### src/rtl/change_tx_pkg.sv
// Shared types and helpers for the screen-change request transmitter.
// Used by change_req_tx; the ack handshake variant is selected with CHANGE_TX_ACK_EN.
package change_tx_pkg;

  // Phase of the outgoing stretched pulse.
  typedef enum logic [1:0] {
    IDLE = 2'd0,
    HIGH = 2'd1,
    LOW  = 2'd2
  } tx_state_e;

  // Width of a down-counter able to hold the longer of the two phase lengths.
  function automatic int cnt_width(input int high_cycles, input int low_cycles);
    int longest;
    longest = (high_cycles > low_cycles) ? high_cycles : low_cycles;
    return $clog2(longest + 1);
  endfunction

endpackage

### src/rtl/change_req_tx_sync2.sv
// Two-flop synchronizer for a single level crossing into the clk domain.
// Instantiated by change_req_tx only when CHANGE_TX_ACK_EN is defined.
module sync2 (
  input  logic clk,
  input  logic rst_n,
  input  logic d,
  output logic q
);

  logic meta_q;
  logic sync_q;

  // Resample the asynchronous level twice before anyone looks at it.
  always_ff @(posedge clk or negedge rst_n) begin
    if (!rst_n) begin
      meta_q <= 1'b0;
      sync_q <= 1'b0;
    end else begin
      meta_q <= d;
      sync_q <= meta_q;
    end
  end

  assign q = sync_q;

endmodule

### src/rtl/change_req_tx.sv
// Screen-change transmitter: turns one-cycle req pulses into stretched
// changescr pulses a foreign clock domain can sample, queuing requests that
// arrive while a pulse is in flight.
// Optional macro CHANGE_TX_ACK_EN adds an ack input and makes each phase wait
// for the receiver's acknowledge level (four-phase handshake).
module change_req_tx
  import change_tx_pkg::*;
#(
  parameter int HIGH_CYCLES = 8,
  parameter int LOW_CYCLES  = 8,
  parameter int PEND_W      = 3
) (
  input  logic              clk,
  input  logic              rst_n,
  input  logic              req,
  output logic              changescr,
  output logic              busy,
  output logic [PEND_W-1:0] pending,
  output logic              overflow
`ifdef CHANGE_TX_ACK_EN
  ,
  input  logic              ack
`endif
);

  localparam int CW = cnt_width(HIGH_CYCLES, LOW_CYCLES);
  localparam logic [CW-1:0]     HIGH_LOAD = CW'(HIGH_CYCLES - 1);
  localparam logic [CW-1:0]     LOW_LOAD  = CW'(LOW_CYCLES - 1);
  localparam logic [PEND_W-1:0] PEND_MAX  = '1;

  tx_state_e         state_q, state_d;
  logic [CW-1:0]     cnt_q, cnt_d;
  logic [PEND_W-1:0] pending_q, pending_d;
  logic              changescr_q, changescr_d;
  logic              busy_q, busy_d;
  logic              overflow_q, overflow_d;
  logic              high_done;
  logic              low_done;

`ifdef CHANGE_TX_ACK_EN
  logic ack_s;

  sync2 u_ack_sync (
    .clk   (clk),
    .rst_n (rst_n),
    .d     (ack),
    .q     (ack_s)
  );

  // A phase ends only once its minimum length has elapsed and the receiver agrees.
  assign high_done = (cnt_q == '0) && ack_s;
  assign low_done  = (cnt_q == '0) && !ack_s;
`else
  assign high_done = (cnt_q == '0);
  assign low_done  = (cnt_q == '0);
`endif

  // Next-state, phase counter and request queue bookkeeping.
  always_comb begin
    state_d    = state_q;
    cnt_d      = cnt_q;
    pending_d  = pending_q;
    overflow_d = 1'b0;

    // Counter parks at zero so a handshake can stretch a phase indefinitely.
    if (cnt_q != '0) begin
      cnt_d = cnt_q - 1'b1;
    end

    case (state_q)
      IDLE: begin
        if (req || (pending_q != '0)) begin
          state_d = HIGH;
          cnt_d   = HIGH_LOAD;
          // A fresh req alongside a queued one: one enters, one leaves.
          if (!req) begin
            pending_d = pending_q - 1'b1;
          end
        end
      end
      HIGH: begin
        if (high_done) begin
          state_d = LOW;
          cnt_d   = LOW_LOAD;
        end
      end
      LOW: begin
        if (low_done) begin
          state_d = IDLE;
        end
      end
      default: begin
        state_d = IDLE;
      end
    endcase

    // Requests during a pulse are queued; a full queue drops them loudly.
    if ((state_q != IDLE) && req) begin
      if (pending_q == PEND_MAX) begin
        overflow_d = 1'b1;
      end else begin
        pending_d = pending_q + 1'b1;
      end
    end

    changescr_d = (state_d == HIGH);
    busy_d      = (state_d != IDLE) || (pending_d != '0);
  end

  // State and all outputs come straight from flops so changescr cannot glitch.
  always_ff @(posedge clk or negedge rst_n) begin
    if (!rst_n) begin
      state_q     <= IDLE;
      cnt_q       <= '0;
      pending_q   <= '0;
      changescr_q <= 1'b0;
      busy_q      <= 1'b0;
      overflow_q  <= 1'b0;
    end else begin
      state_q     <= state_d;
      cnt_q       <= cnt_d;
      pending_q   <= pending_d;
      changescr_q <= changescr_d;
      busy_q      <= busy_d;
      overflow_q  <= overflow_d;
    end
  end

  assign changescr = changescr_q;
  assign busy      = busy_q;
  assign pending   = pending_q;
  assign overflow  = overflow_q;

endmodule

### config.mk
export PLATFORM = sky130hd
export DESIGN_NAME = change_req_tx
export DESIGN_NICKNAME = d
export VERILOG_FILES = /design/src/rtl/change_tx_pkg.sv /design/src/rtl/change_req_tx_sync2.sv /design/src/rtl/change_req_tx.sv
export SDC_FILE = /design/constraint.sdc
export NUM_CORES = 1
export LEC_CHECK = 0
export BUFFER_PORTS_ARGS = -buffer_cell sky130_fd_sc_hd__buf_2
export CORE_UTILIZATION = 50
export DETAILED_ROUTE_END_ITERATION = 12
export GPL_ROUTABILITY_DRIVEN = 0
export PLACE_DENSITY_LB_ADDON = 0.3
export SKIP_CTS_REPAIR_TIMING = 1
export SLEW_MARGIN = 20
export SYNTH_ARGS = -nofsm -noshare
export SYNTH_HDL_FRONTEND = slang
export SYNTH_HIERARCHICAL = 1
export SYNTH_SLANG_ARGS = --single-unit
### constraint.sdc
create_clock -name clk -period 4.45 [get_ports clk]
set_input_delay 0.89 -clock clk [delete_from_list [all_inputs] [get_ports clk]]
set_output_delay 0.89 -clock clk [all_outputs]
set_load 0.005 [all_outputs]
# Yosys cells after proc, flatten, opt, wreduce, memory -nomap -nowiden
# Index checks and enable logic that the tools add are counted.
# totals
ff_bits	12
output_inout_bits	6
n_memories	0
latch_bits	0
ram_bits	0
rom_bits	0
input_bits	3
# op_classes
bitwise	0
mux	15
div	0
reduce_logical	10
eq_ne	4
mul	0
shifts	0
add_sub_neg	3
magnitude_cmp	0
# ops
cell	count
$mux W3	5
$mux W4	3
$pmux W4 S2	1
$mux W2	3
$pmux W2 S3	1
$reduce_bool A3 Y1	2
$eq A2 B1 Y1 const B	2
$logic_not A4 Y1	1
$reduce_bool A2 Y1	2
$reduce_bool A4 Y1	1
$sub A4 B1 Y4 const B	1
$add A3 B1 Y3 const B	1
$eq A3 B3 Y1 const B	1
$sub A3 B1 Y3 const B	1
$eq A2 B2 Y1 const B	1
$logic_not A2 Y1	1
$logic_or A1 B1 Y1	2
$mux W1	2
$logic_and A1 B1 Y1	1

# Longest topological paths before layout
# Gate-level depths: netlist (run 1).
# depth
depth_word	8
ltp_mapped	8
mapped_depth_nobuf	7

# Worst setup path before layout (run 1)
# OpenSTA, ideal clock, no wires.
# synth_path
path_type	in2reg
start	input req
end	register busy_q (netlist: busy)
setup_ns	0.131
cell_stages	6
slack_ns	2.245
t_arrival_ns	2.074
cell_sequence	clkbuf_1 nand2b_1 a211oi_1 a21oi_1 or3_1 or3_1
# synth_between
elab_chain_cells	7
word_cells_on_any_way	12
cone_classes	7 x mux; 5 x reduce/logical
# synth_lines
item	line	source
start: declaration	change_req_tx.sv:15	input logic req,
$mux W3 / $logic_or A1 B1 Y1 (equally long branches)	change_req_tx.sv:76, change_req_tx.sv:72	
$mux W3	change_req_tx.sv:72	if (req || (pending_q != '0)) begin
$mux W3	change_req_tx.sv:70	case (state_q)
$mux W3	change_req_tx.sv:99	if (pending_q == PEND_MAX) begin
$mux W3 (*)	change_req_tx.sv:98	if ((state_q != IDLE) && req) begin
net pending_d[2]	change_req_tx.sv:33	logic [PEND_W-1:0] pending_q, pending_d;
$reduce_bool A3 Y1 (*)	change_req_tx.sv:107	busy_d = (state_d != IDLE) || (pending_d != '0);
$logic_or A1 B1 Y1 (*)	change_req_tx.sv:107	
net busy_d	change_req_tx.sv:35	logic busy_q, busy_d;
end signal: assignment	change_req_tx.sv:124	busy_q <= busy_d;
end: declaration	change_req_tx.sv:35	
# Mark *: on every way through the listed nets, which the timed path passes. The rest lies on a longest branch.

# Final worst setup path (run 1)
# layout_path
start	register cnt_q[0]
end	register busy_q (netlist: busy)
# layout_between
elab_chain_cells	5
word_cells_on_any_way	6
cone_classes	3 x mux; 3 x reduce/logical
# layout_lines
item	line	source
start: declaration	change_req_tx.sv:32	logic [CW-1:0] cnt_q, cnt_d;
start signal: assignment	change_req_tx.sv:121	cnt_q <= cnt_d;
$logic_not A4 Y1 (*)	change_req_tx.sv:54, change_req_tx.sv:55	
$mux W2, on equally long branches	change_req_tx.sv:88, change_req_tx.sv:82	
$pmux W2 S3 (*)	change_req_tx.sv:70	
net state_d[1]	change_req_tx.sv:31	tx_state_e state_q, state_d;
$reduce_bool A2 Y1 (*)	change_req_tx.sv:107	
$logic_or A1 B1 Y1 (*)	change_req_tx.sv:107	
net busy_d	change_req_tx.sv:35	
# Marked as above.

==> PnR_summary.wiki, run 1 <==
{| class="wikitable"
! Metric !! Value
|-
| Outcome || complete, no violations
|-
| Remaining global-route overflow || 0
|-
| Top cells by instance count after synthesis || 12 x sky130_fd_sc_hd__dfrtp_1, 9 x sky130_fd_sc_hd__nand2_1, 6 x sky130_fd_sc_hd__ha_1
|-
| Relative slew slack || 79.7%
|-
| WL per Instance || 12.1 um
|-
| Post-synthesis register bit count || 12
|-
| Standard-cell rows || 13
|-
| Setup tns final || 0 ns
|-
| CTS tree || done
|-
| Global-route total usage across every layer || 19.6%
|-
| Cell area after layout || 757 um2
|-
| Number of global-route vias before repair || 433
|-
| Setup repair after global routing missed its margin || false
|-
| Max-slew violation count || 0
|-
| Post-DP HPWL || 901 um
|-
| Capturing element type of the critical path || flop
|-
| CTS clock-pin slew for the worst setup and hold paths || 0.07 ns
|-
| Launching element type of the critical path || flop
|-
| Combined area of the multi-input logic cells || 357 um2
|-
| Initial core utilization || 53.7%
|-
| Critical path peak fanout || 7
|-
| Share of the clock period used by the worst path || 47.9%
|-
| Number of sinks driven by the clock tree || 12
|-
| Post-synthesis instance area || 691 um2
|-
| Placement-stage cell area || 734 um2
|-
| Number of maximum-capacitance violations || 0
|-
| Proportion of layout cells with a drive suffix above 1 || 21.3%
|-
| Final layout net count || 91
|-
| Synth area leaders || sky130_fd_sc_hd__dfrtp_1 43%, sky130_fd_sc_hd__ha_1 11%, sky130_fd_sc_hd__nand2_1 4.9%, sky130_fd_sc_hd__a21oi_1 2.9%, sky130_fd_sc_hd__inv_1 2.7%
|-
| Combinational power share || 50.0%
|-
| P_leak || 0.000362 uW
|-
| Mean area per synthesized cell || 9.73 um2
|-
| Power density normalized to cell area || 685 mW/mm2
|-
| Antenna violations before repair || 0
|-
| Filler Cell Count || 121
|-
| Net switching power || 213 uW
|-
| Yosys warning count || 6
|-
| Leading cell type by number of instances after synthesis || sky130_fd_sc_hd__dfrtp_1
|-
| Net count after synthesis || 80
|-
| Fin cells || 95
|-
| Clock power share || 12.7%
|-
| Wire length of the first global-routing pass || 1900 um
|-
| Seq/Total Area, Yosys || 43.5%
|-
| Number of distinct library cells after synthesis || 30
|-
| Hold Fails Final Rpt || 0
|-
| Placeable core area || 0.00128 mm2
|-
| Detailed-route via count || 498
|-
| Number of flops mapped to enable cells by yosys || 0
|-
| Chip width || 39.2 um
|-
| Worst Max-Slew Pin Slew || 0.302 ns
|-
| Number of vias per cell || 5.24
|-
| Highest Clock Rate || 469 MHz
|-
| Worst path arrival time || 2.28 ns
|-
| Root buffer cell || sky130_fd_sc_hd__clkbuf_4
|-
| Maximum number of buffers from clock root to sink || 2
|-
| Most common flop cell mapped by yosys || sky130_fd_sc_hd__dfrtp_1
|-
| IO buf count || 8
|-
| Async set-reset flop share out of synthesis || 100%
|-
| Post-layout min period || 2.13 ns
|-
| DRC violation count after routing || 0
|-
| Sw Ratio || 41.1%
|-
| Pre-Repair DR Iteration Count || 3
|-
| Setup violation total in the final timing report || 0
|-
| Required @ worst endpoint || 4.59 ns
|-
| Insertion delay to the later sink of the worst-skew pair || 0.27 ns
|-
| Hold crit path type || input port to asynchronous set/reset pin
|-
| DIE HEIGHT || 39.2 um
|-
| # H-tree levels || 1
|-
| # placed instances || 92
|-
| Type of the worst setup path || flop to flop
|-
| Internal power consumption || 305 uW
|-
| Worst voltage drop across the vdd grid || 302 uV
|-
| Number of standard cells after synthesis || 71
|-
| Sequential group share of total power || 37.4%
|-
| Register area || 300 um2
|-
| Final ANT Viol Nets || 0
|-
| Layout overhead on the synthesized area || 9.60%
|-
| Detailed Route WL || 1150 um
|-
| Area share of the largest cell type after synthesis || 43.5%
|-
| DRC violation total after the first TritonRoute iteration || 6
|-
| Number of buffers inserted during clock tree synthesis || 3
|-
| Number of top-level pins || 9
|-
| Cell accounting for the most synthesized area || sky130_fd_sc_hd__dfrtp_1
|-
| Number of antenna repair diodes || 0
|-
| Final Skew || 0.00348 ns
|-
| Die ar. || 0.00153 mm2
|-
| Maximum number of pins on one net before global-route repair || 13
|}
-- logic make-up after synthesis --
logic type | share of synthesized area, %
buf+inv | 4.89
xor+xnor | 2.54
compound gates | 12.7
fa+ha+maj | 10.9
simple gates | 24.1
flops | 43.5
mux | 1.45
-- final cells by class --
cell class | count | share of cell area (%)
flip-flops and latches | 12 | 39.7
clock buffers | 3 | 2.98
well taps | 15 | 2.48
repair buffers | 8 | 5.29
inverters | 5 | 2.48
multi-input cells | 52 | 47.1
-- per-stage QoR --
step           util [%]  worst slack [ns]  power, uW  hold WS [ns]
2_1_floorplan         -              2.24        389         0.485
3_3_place_gp       57.2              2.20        447         0.513
3_5_place_dp       57.2              2.18        456         0.521
4_1_cts            58.9              2.30        524         0.487
5_1_grt            58.9              2.17        574         0.494
6_report           58.9              2.32        518         0.484
-- path summary, 6_finish.rpt --
kind	to	startpoint	depth (start not counted)	slack, ns
hold / removal	pending[0]	rst_n	1	0.48
setup / recovery	busy	cnt_q[0]	7	2.32
min in group clk	cnt_q[1]	cnt_q[1]	2	0.53
setup reg to reg	busy	cnt_q[0]	7	2.32
max in group asynchronous	cnt_q[2]	rst_n	1	3.75
hold reg to reg	cnt_q[1]	cnt_q[1]	2	0.53
-- critical path, stage by stage (launching register included) --
cell and delay, ns:
sky130_fd_sc_hd__dfrtp_1 0.40, sky130_fd_sc_hd__inv_1 0.06, sky130_fd_sc_hd__ha_1 0.18, sky130_fd_sc_hd__or3b_1 0.51
sky130_fd_sc_hd__nand2_2 0.13, sky130_fd_sc_hd__o22ai_2 0.08, sky130_fd_sc_hd__or3_1 0.34, sky130_fd_sc_hd__or3_1 0.31
-- registers in the layout (all words and copies together) (netlist names) --
signal and cells:
busy 1, changescr 1, cnt_q 4, overflow 1
pending 3, state_q 2
-- routing by layer --
layer | vias up | routed length [um] | global-route usage, %
met5 | - | 0 | 0
met4 | 0 | 6 | 10.3
met3 | 2 | 27 | 5.20
met2 | 5 | 531 | 27.1
met1 | 232 | 587 | 27.5
li1 | 259 | - | -
-- placed cells by master (no fill, tap or decap), drive strengths merged, types with 2 or more instances in the layout --
master / netlist / final
a21oi: 4 / 4
o21ai: 4 / 4
nor2: 4 / 4
buf: 1 / 8
ha: 6 / 6
or3: 3 / 3
nand2: 12 / 12
inv: 5 / 5
nor2b: 2 / 2
nand2b: 2 / 2
dfrtp: 12 / 12
clkbuf: 1 / 3
-- power groups by stage --
stage | sequential, uW | clock, uW | combinational (uW)
6_report | 194 | 65.7 | 259
5_1_grt | 200 | 72.4 | 301
4_1_cts | 194 | 67.4 | 262
3_5_place_dp | 196 | 0 | 260
3_3_place_gp | 194 | 0 | 253
2_1_floorplan | 190 | 0 | 199
No activity file was read; power rests on OpenSTA's default activity.
==> inputs of run 2 (changes only) <==
--- a/config.mk
+++ b/config.mk
@@ -5,6 +5,7 @@
 export SDC_FILE = /design/constraint.sdc
 export NUM_CORES = 1
 export LEC_CHECK = 0
+export ABC_AREA = 1
 export BUFFER_PORTS_ARGS = -buffer_cell sky130_fd_sc_hd__buf_2
 export CORE_UTILIZATION = 50
 export DETAILED_ROUTE_END_ITERATION = 12
==> constraint.sdc (replaced) <==
create_clock -name clk -period 2.18 [get_ports clk]
set_input_delay 0.436 -clock clk [delete_from_list [all_inputs] [get_ports clk]]
set_output_delay 0.436 -clock clk [all_outputs]
set_load 0.005 [all_outputs]
==> PnR_summary.wiki, run 2 <==
{| class="wikitable"
! Metric !! Value
|-
| Wire length of the first global-routing pass || 1880 um (-1.1%)
|-
| Number of global-route vias before repair || 463 (+6.9%)
|-
| Origin of the critical flop-to-flop path || pending[0]
|-
| Critical path peak fanout || 6 (-1)
|-
| Post-Route Utilization || 62.4% (+3.5 points)
|-
| Capturing element type of the critical path || flop
|-
| Number of flops mapped to enable cells by yosys || 0 (unchanged)
|-
| Top register by number of flip-flops || cnt_q
|-
| Relative slew slack || 82.4% (+2.8 points)
|-
| DIE HEIGHT || 40.4 um (+3.1%)
|-
| Standard-cell rows || 13 (unchanged)
|-
| Required @ worst endpoint || 2.33 ns (-2.26 ns)
|-
| WL per Instance || 11.2 um (-8.0%)
|-
| Async set-reset flop share out of synthesis || 100% (unchanged)
|-
| Net count after synthesis || 93 (+16%)
|-
| Worst voltage drop across the vdd grid || 689 uV (+130%)
|-
| Global-route total usage across every layer || 17.7% (-1.9 points)
|-
| Slowest stage cell on the critical path || sky130_fd_sc_hd__dfrtp_1
|-
| DRC violation count after routing || 0 (unchanged)
|-
| Detailed Route WL || 1240 um (+7.5%)
|-
| Kind of cell with the highest combined delay on the critical path || simple AND/OR/NAND/NOR gates
|-
| Synth area leaders || sky130_fd_sc_hd__dfrtp_1 41%, sky130_fd_sc_hd__ha_1 10%, sky130_fd_sc_hd__nand2_1 8.1%, sky130_fd_sc_hd__inv_1 6.1%, sky130_fd_sc_hd__nand3_2 5.4%
|-
| Number of antenna repair diodes || 0 (unchanged)
|-
| Number of maximum-capacitance violations || 0 (unchanged)
|-
| Yosys warning count || 6 (unchanged)
|-
| Antenna violations before repair || 0 (unchanged)
|-
| Hold crit path type || input port to asynchronous set/reset pin
|-
| Number of vias per cell || 5.01 (-4.4%)
|-
| Setup tns final || 0 ns (unchanged)
|-
| Metal-1 WL || 598 um (+1.9%)
|-
| Cell accounting for the most synthesized area || sky130_fd_sc_hd__dfrtp_1
|-
| Placeable core area || 0.00133 mm2 (+3.8%)
|-
| Root buffer cell || sky130_fd_sc_hd__clkbuf_4
|-
| IO buf count || 8 (unchanged)
|-
| Post-layout min period || 1.48 ns (-0.650 ns)
|-
| Buf+Inv Stages, Crit Path || 2 (+1)
|-
| Number of distinct library cells after synthesis || 21 (-30%)
|-
| DRC violation total after the first TritonRoute iteration || 5 (-1)
|-
| Worst path arrival time || 1.63 ns (-0.65 ns)
|-
| Number of buffers inserted during clock tree synthesis || 3 (unchanged)
|-
| Top cells by instance count after synthesis || 16 x sky130_fd_sc_hd__nand2_1, 12 x sky130_fd_sc_hd__dfrtp_1, 12 x sky130_fd_sc_hd__inv_1
|-
| WHS || 0.0239 ns (-0.460 ns)
|-
| Chip width || 40.4 um (+3.1%)
|-
| Final ANT Viol Nets || 0 (unchanged)
|-
| Post-DP HPWL || 998 um (+11%)
|-
| Initial core utilization || 55.3% (+1.5 points)
|-
| Number of top-level pins || 9 (unchanged)
|-
| Number of standard cells after synthesis || 84 (+18%)
|-
| Most common flop cell mapped by yosys || sky130_fd_sc_hd__dfrtp_1
|-
| Met2 routed WL || 597 um (+12%)
|-
| Final Skew || 0.00594 ns (+0.00246 ns)
|-
| Mean area per synthesized cell || 8.77 um2 (-9.8%)
|-
| Detailed-route via count || 556 (+12%)
|-
| Insertion delay to the later sink of the worst-skew pair || 0.27 ns (about the same)
|-
| Cells along the critical path || ha_1, ha_1, inv_1, nand3_4, nand2_1, nand2_1, nand2_1, nand2_1, inv_1, nand3_2
|-
| P_leak || 0.000447 uW (+23%)
|-
| Number of sinks driven by the clock tree || 12 (unchanged)
|-
| Share of the clock period used by the worst path || 68.0% (+20 points)
|-
| Outcome || complete, no violations
|-
| Proportion of layout cells with a drive suffix above 1 || 34.4% (+13 points)
|-
| Maximum number of buffers from clock root to sink || 2 (unchanged)
|-
| Hold Fails Final Rpt || 0 (unchanged)
|-
| Delay contributed by the slowest stage of the critical path || 0.41 ns (-0.10 ns)
|-
| Pre-Repair DR Iteration Count || 4 (+1)
|-
| Die ar. || 0.00163 mm2 (+6.4%)
|-
| Setup violation total in the final timing report || 0 (unchanged)
|-
| Cell repeated most along the worst path || sky130_fd_sc_hd__nand2_1
|-
| Area share of the largest cell type after synthesis || 40.7% (-2.7 points)
|-
| Number of flip-flops in the largest register || 4 (unchanged)
|-
| Post-synthesis instance area || 737 um2 (+6.7%)
|-
| Launching element type of the critical path || flop
|-
| Highest Clock Rate || 675 MHz (+44%)
|-
| Routed wire length on met3 || 37 um (+37%)
|-
| Worst Max-Slew Pin Slew || 0.264 ns (-0.0383 ns)
|-
| Setup repair after global routing missed its margin || false
|-
| Max-slew violation count || 0 (unchanged)
|-
| Post-synthesis register bit count || 12 (unchanged)
|-
| Seq/Total Area, Yosys || 40.7% (-2.7 points)
|-
| Type of the worst setup path || flop to flop
|-
| Layout overhead on the synthesized area || 12.9%
|-
| Top routing layer used || met4
|-
| Final layout net count || 106 (+16%)
|-
| Most common library cell in the layout ignoring fill and taps || sky130_fd_sc_hd__nand2_1
|-
| # H-tree levels || 1 (unchanged)
|-
| Commonest cells after routing, fill and taps aside || 16 x sky130_fd_sc_hd__nand2_1, 12 x sky130_fd_sc_hd__inv_1, 12 x sky130_fd_sc_hd__dfrtp_1
|-
| Maximum number of pins on one net before global-route repair || 13 (unchanged)
|-
| CTS tree || done
|-
| CTS clock-pin slew for the worst setup and hold paths || 0.08 ns (about the same)
|-
| Remaining global-route overflow || 0 (unchanged)
|-
| Start point of the critical path || pending[0]
|-
| Power density normalized to cell area || 1420 mW/mm2 (+110%)
|-
| Leading cell type by number of instances after synthesis || sky130_fd_sc_hd__nand2_1
|}
## run 2: cell types whose count changed after synthesis, moves of 2 or more
cell	delta
sky130_fd_sc_hd__nand3_1	+2
sky130_fd_sc_hd__a21oi_1	-4
sky130_fd_sc_hd__or3_1	-3
sky130_fd_sc_hd__nor2b_1	-2
sky130_fd_sc_hd__nor2_2	+2
sky130_fd_sc_hd__inv_1	+7
sky130_fd_sc_hd__nand2_1	+7
sky130_fd_sc_hd__nand2_2	+3
sky130_fd_sc_hd__nand3_2	+4
sky130_fd_sc_hd__nand2b_1	-2
sky130_fd_sc_hd__inv_2	+5
## run 2: worst reg2reg max path, delay by kind of cell (launching register included)
kind | cells | cell delay [ns]
DFF | 1 | 0.41
and+or+nand+nor | 6 | 0.42
buffers and inverters | 2 | 0.17
adders and majority gates | 2 | 0.38
## run 2: cell type report
class,instances,area [um2]
repair buffers,8,40.0
fillers,121,502
clock buffers,4,36.3
well taps,15,18.8
inverters,17,63.8
multi-input cells,55,373
flip-flops and latches,12,300
## run 2: metal layers
layer | vias up | GRT usage [%]
met4 | 0 | 5.00
met1 | 262 | 23.5
li1 | 285 | -
met2 | 7 | 27.8
met3 | 2 | 5.00
met5 | - | 0
## run 2: worst paths after layout
kind | endpoint | slack [ns] | depth (start not counted)
max in group asynchronous | busy | 1.94 | 1
max reg2reg | busy | 0.70 | 10
max | busy | 0.70 | 10
min | cnt_q[2] | 0.02 | 1
min reg2reg | cnt_q[3] | 0.58 | 2
min in group clk | overflow | 0.51 | 3
## run 2: cell families (layout without fill, tap and decap cells)
| kind of cell | count (synthesis) | count (layout) | share of synthesized area (%) |
|---|---|---|---|
| adders and majority gates | 6 | 6 | 10.2 |
| AOI/OAI and AO/OA | 6 | 6 | 5.43 |
| xor gates and xnor gates | 2 | 2 | 2.38 |
| and+or+nand+nor | 41 | 41 | 32.6 |
| buffers and inverters | 17 | 29 | 8.66 |
| DFF | 12 | 12 | 40.7 |
## run 2: power breakdown
part / switching, uW / internal [uW]
Clock: 73.8 / 101
Sequential: 73.6 / 312
Combinational: 373 / 246
Total: 520 / 660
## run 2: metrics by stage
stage	power (uW)	cell area, um2	std cells	setup WS, ns
global route	1310	832	111	0.573
detailed placement	1010	796	107	0.696
global placement	982	796	107	0.736
CTS	1190	832	111	0.691
floorplan	867	737	84	0.782
finish	1180	832	111	0.698
==> inputs of run 3 (changes only) <==
==> constraint.sdc (replaced) <==
create_clock -name clk -period 1.5 [get_ports clk]
set_input_delay 0.3 -clock clk [delete_from_list [all_inputs] [get_ports clk]]
set_output_delay 0.3 -clock clk [all_outputs]
set_load 0.005 [all_outputs]
==> PnR_summary.wiki, run 3 (synthesis results as in run 2) <==
{| class="wikitable"
! Metric !! Value
|-
| CTS clock-pin slew for the worst setup and hold paths || 0.07 ns (about the same)
|-
| Hold-critical path endpoint || overflow
|-
| Remaining global-route overflow || 0 (unchanged)
|-
| Setup slack of the most critical reg-to-reg path || 0.10 ns (-0.59 ns)
|-
| Number of global-route vias before repair || 417 (-9.9%)
|-
| Post-DP HPWL || 914 um (-8.5%)
|-
| Proportion of layout cells with a drive suffix above 1 || 42.3% (+7.9 points)
|-
| Most common library cell in the layout ignoring fill and taps || sky130_fd_sc_hd__nand2_1
|-
| Die ar. || 0.00163 mm2 (unchanged)
|-
| Share of the clock period used by the worst path || 93.1% (+25 points)
|-
| Global-route total usage across every layer || 16.9% (-0.81 points)
|-
| Maximum number of pins on one net before global-route repair || 13 (unchanged)
|-
| Hold crit path type || input port to flop
|-
| Placeable core area || 0.00133 mm2 (unchanged)
|-
| CTS tree || done
|-
| Commonest cells after routing, fill and taps aside || 13 x sky130_fd_sc_hd__nand2_1, 12 x sky130_fd_sc_hd__dfrtp_1, 10 x sky130_fd_sc_hd__inv_1
|-
| Hold Fails Final Rpt || 0 (unchanged)
|-
| Capturing element type of the critical path || flop
|-
| Number of antenna repair diodes || 0 (unchanged)
|-
| Maximum number of buffers from clock root to sink || 2 (unchanged)
|-
| Worst Max-Slew Pin Slew || 0.262 ns (-0.00123 ns)
|-
| Startpoint of the lowest-slack hold path || req
|-
| P_leak || 0.000450 uW (+0.64%)
|-
| Outcome || complete, no violations
|-
| Number of top-level pins || 9 (unchanged)
|-
| Worst Reg2Reg Path Length in Cells || 10 (unchanged)
|-
| Filler Cell Count || 117 (-3.3%)
|-
| Root buffer cell || sky130_fd_sc_hd__clkbuf_4
|-
| WL per Instance || 10.4 um (-7.3%)
|-
| IO buf count || 8 (unchanged)
|-
| DIE HEIGHT || 40.4 um (unchanged)
|-
| Number of maximum-capacitance violations || 0 (unchanged)
|-
| Initial core utilization || 55.3% (unchanged)
|-
| Combinational power share || 53.5% (+1.0 points)
|-
| Number of sinks driven by the clock tree || 12 (unchanged)
|-
| Number of buffers inserted during clock tree synthesis || 3 (unchanged)
|-
| Launching element type of the critical path || flop
|-
| Detailed Route WL || 1160 um (-6.5%)
|-
| WHS || 0.366 ns (+0.343 ns)
|-
| R2R Path End || busy
|-
| Chip width || 40.4 um (unchanged)
|-
| Max-slew violation count || 0 (unchanged)
|-
| Clock power share || 14.4% (-0.4 points)
|-
| Antenna violations before repair || 0 (unchanged)
|-
| DRC violation total after the first TritonRoute iteration || 6 (+1)
|-
| Layout overhead on the synthesized area || 16.5%
|-
| Insertion delay to the later sink of the worst-skew pair || 0.27 ns (about the same)
|-
| Worst voltage drop across the vdd grid || 1010 uV (+46%)
|-
| Highest Clock Rate || 716 MHz (+6.1%)
|-
| Relative slew slack || 82.5% (about the same)
|-
| Setup violation total in the final timing report || 0 (unchanged)
|-
| Sw Ratio || 43.4% (-0.66 points)
|-
| Final Skew || 0.00428 ns (-0.00166 ns)
|-
| Wire length of the first global-routing pass || 1770 um (-5.8%)
|-
| Post-layout min period || 1.40 ns (-0.0851 ns)
|-
| Hold Path Stages || 3
|-
| Required @ worst endpoint || 1.65 ns (-0.68 ns)
|-
| Final layout net count || 107 (+0.94%)
|-
| # H-tree levels || 1 (unchanged)
|-
| Fin cells || 112 (+0.90%)
|-
| Critical path peak fanout || 6 (unchanged)
|-
| # placed instances || 107 (unchanged)
|-
| Internal power consumption || 988 uW (+50%)
|-
| Number of vias per cell || 4.80 (-4.1%)
|-
| Net switching power || 758 uW (+46%)
|-
| Standard-cell rows || 13 (unchanged)
|-
| Register area || 300 um2 (unchanged)
|-
| Sequential group share of total power || 32.1% (-0.6 points)
|-
| Pre-Repair DR Iteration Count || 4 (unchanged)
|-
| Detailed-route via count || 538 (-3.2%)
|-
| Top register by number of flip-flops || cnt_q
|-
| Origin of the critical flop-to-flop path || pending[1]
|-
| Power density normalized to cell area || 2030 mW/mm2 (+43%)
|-
| DRC violation count after routing || 0 (unchanged)
|-
| Type of the worst setup path || flop to flop
|-
| Number of flip-flops in the largest register || 4 (unchanged)
|-
| Worst path arrival time || 1.55 ns (-0.08 ns)
|-
| Combined area of the multi-input logic cells || 389 um2 (+4.4%)
|-
| Final ANT Viol Nets || 0 (unchanged)
|}
==> run 3: changes by cell type in the layout (fill, tap and decap cells not counted) <==
cell	delta
sky130_fd_sc_hd__nand2_1	-3
sky130_fd_sc_hd__nand2_2	+3
sky130_fd_sc_hd__dlygate4sd3_1	+1
sky130_fd_sc_hd__o21bai_1	-1
sky130_fd_sc_hd__ha_1	-2
sky130_fd_sc_hd__ha_2	+2
sky130_fd_sc_hd__inv_2	+2
sky130_fd_sc_hd__inv_1	-2
sky130_fd_sc_hd__o21bai_2	+1
==> run 3: power by group through the flow <==
stage	registers, uW	clock network, uW	logic (uW)
floorplan	561	0	698
global placement	564	0	861
finish	561	251	934
CTS	557	259	897
detailed placement	564	0	892
global route	581	283	1050
==> run 3: critical path, cell delays in order (launching register included) <==
cell and delay (ns):
sky130_fd_sc_hd__dfrtp_1 0.41, sky130_fd_sc_hd__ha_2 0.19, sky130_fd_sc_hd__ha_1 0.18, sky130_fd_sc_hd__inv_2 0.07, sky130_fd_sc_hd__nand3_4 0.10, sky130_fd_sc_hd__nand2_2 0.07, sky130_fd_sc_hd__nand2_1 0.05, sky130_fd_sc_hd__nand2_2 0.06
sky130_fd_sc_hd__nand2_1 0.05, sky130_fd_sc_hd__inv_1 0.05, sky130_fd_sc_hd__nand3_2 0.05
==> run 3: metal layers <==
metal	GRT usage, %	vias up	share of wire (%)
met5	0	-	0
met4	5.00	0	0.60
met3	8.33	2	3.7
met2	23.8	7	46
met1	22.5	245	49
li1	-	284	-
==> run 3: worst max-delay path by stage <==
stage | start | to | slack [ns] | cells past startpoint
detailed placement | pending[0] | busy | 0.02 | 10
finish | pending[1] | busy | 0.10 | 10
CTS | pending[0] | busy | 0.02 | 10
global placement | pending[0] | busy | 0.04 | 10
global route | pending[1] | busy | -0.001 | 10
floorplan | pending[0] | busy | 0.10 | 10
==> run 3: layout make-up <==
cell class / instances / area share (%)
Sequential cell: 12 / 35.0
Tap cell: 15 / 2.19
Clock buffer: 4 / 4.23
Multi-Input combinational cell: 55 / 45.3
Timing Repair Buffer: 9 / 5.83
Inverter: 17 / 7.43
==> run 3: per-stage QoR <==
| step | total power, uW | utilization [%] | worst slack (ns) | instance area (um2) | setup TNS (ns) |
|---|---|---|---|---|---|
| after global placement | 1420 | 59.7 | 0.0380 | 796 | 0 |
| after global routing | 1920 | 64.4 | -0.00107 | 858 | -0.00107 |
| after floorplan | 1260 | - | 0.102 | 737 | 0 |
| after detailed placement | 1460 | 59.7 | 0.0245 | 796 | 0 |
| after CTS | 1710 | 62.4 | 0.0171 | 832 | 0 |
| final | 1750 | 64.4 | 0.103 | 858 | 0 |
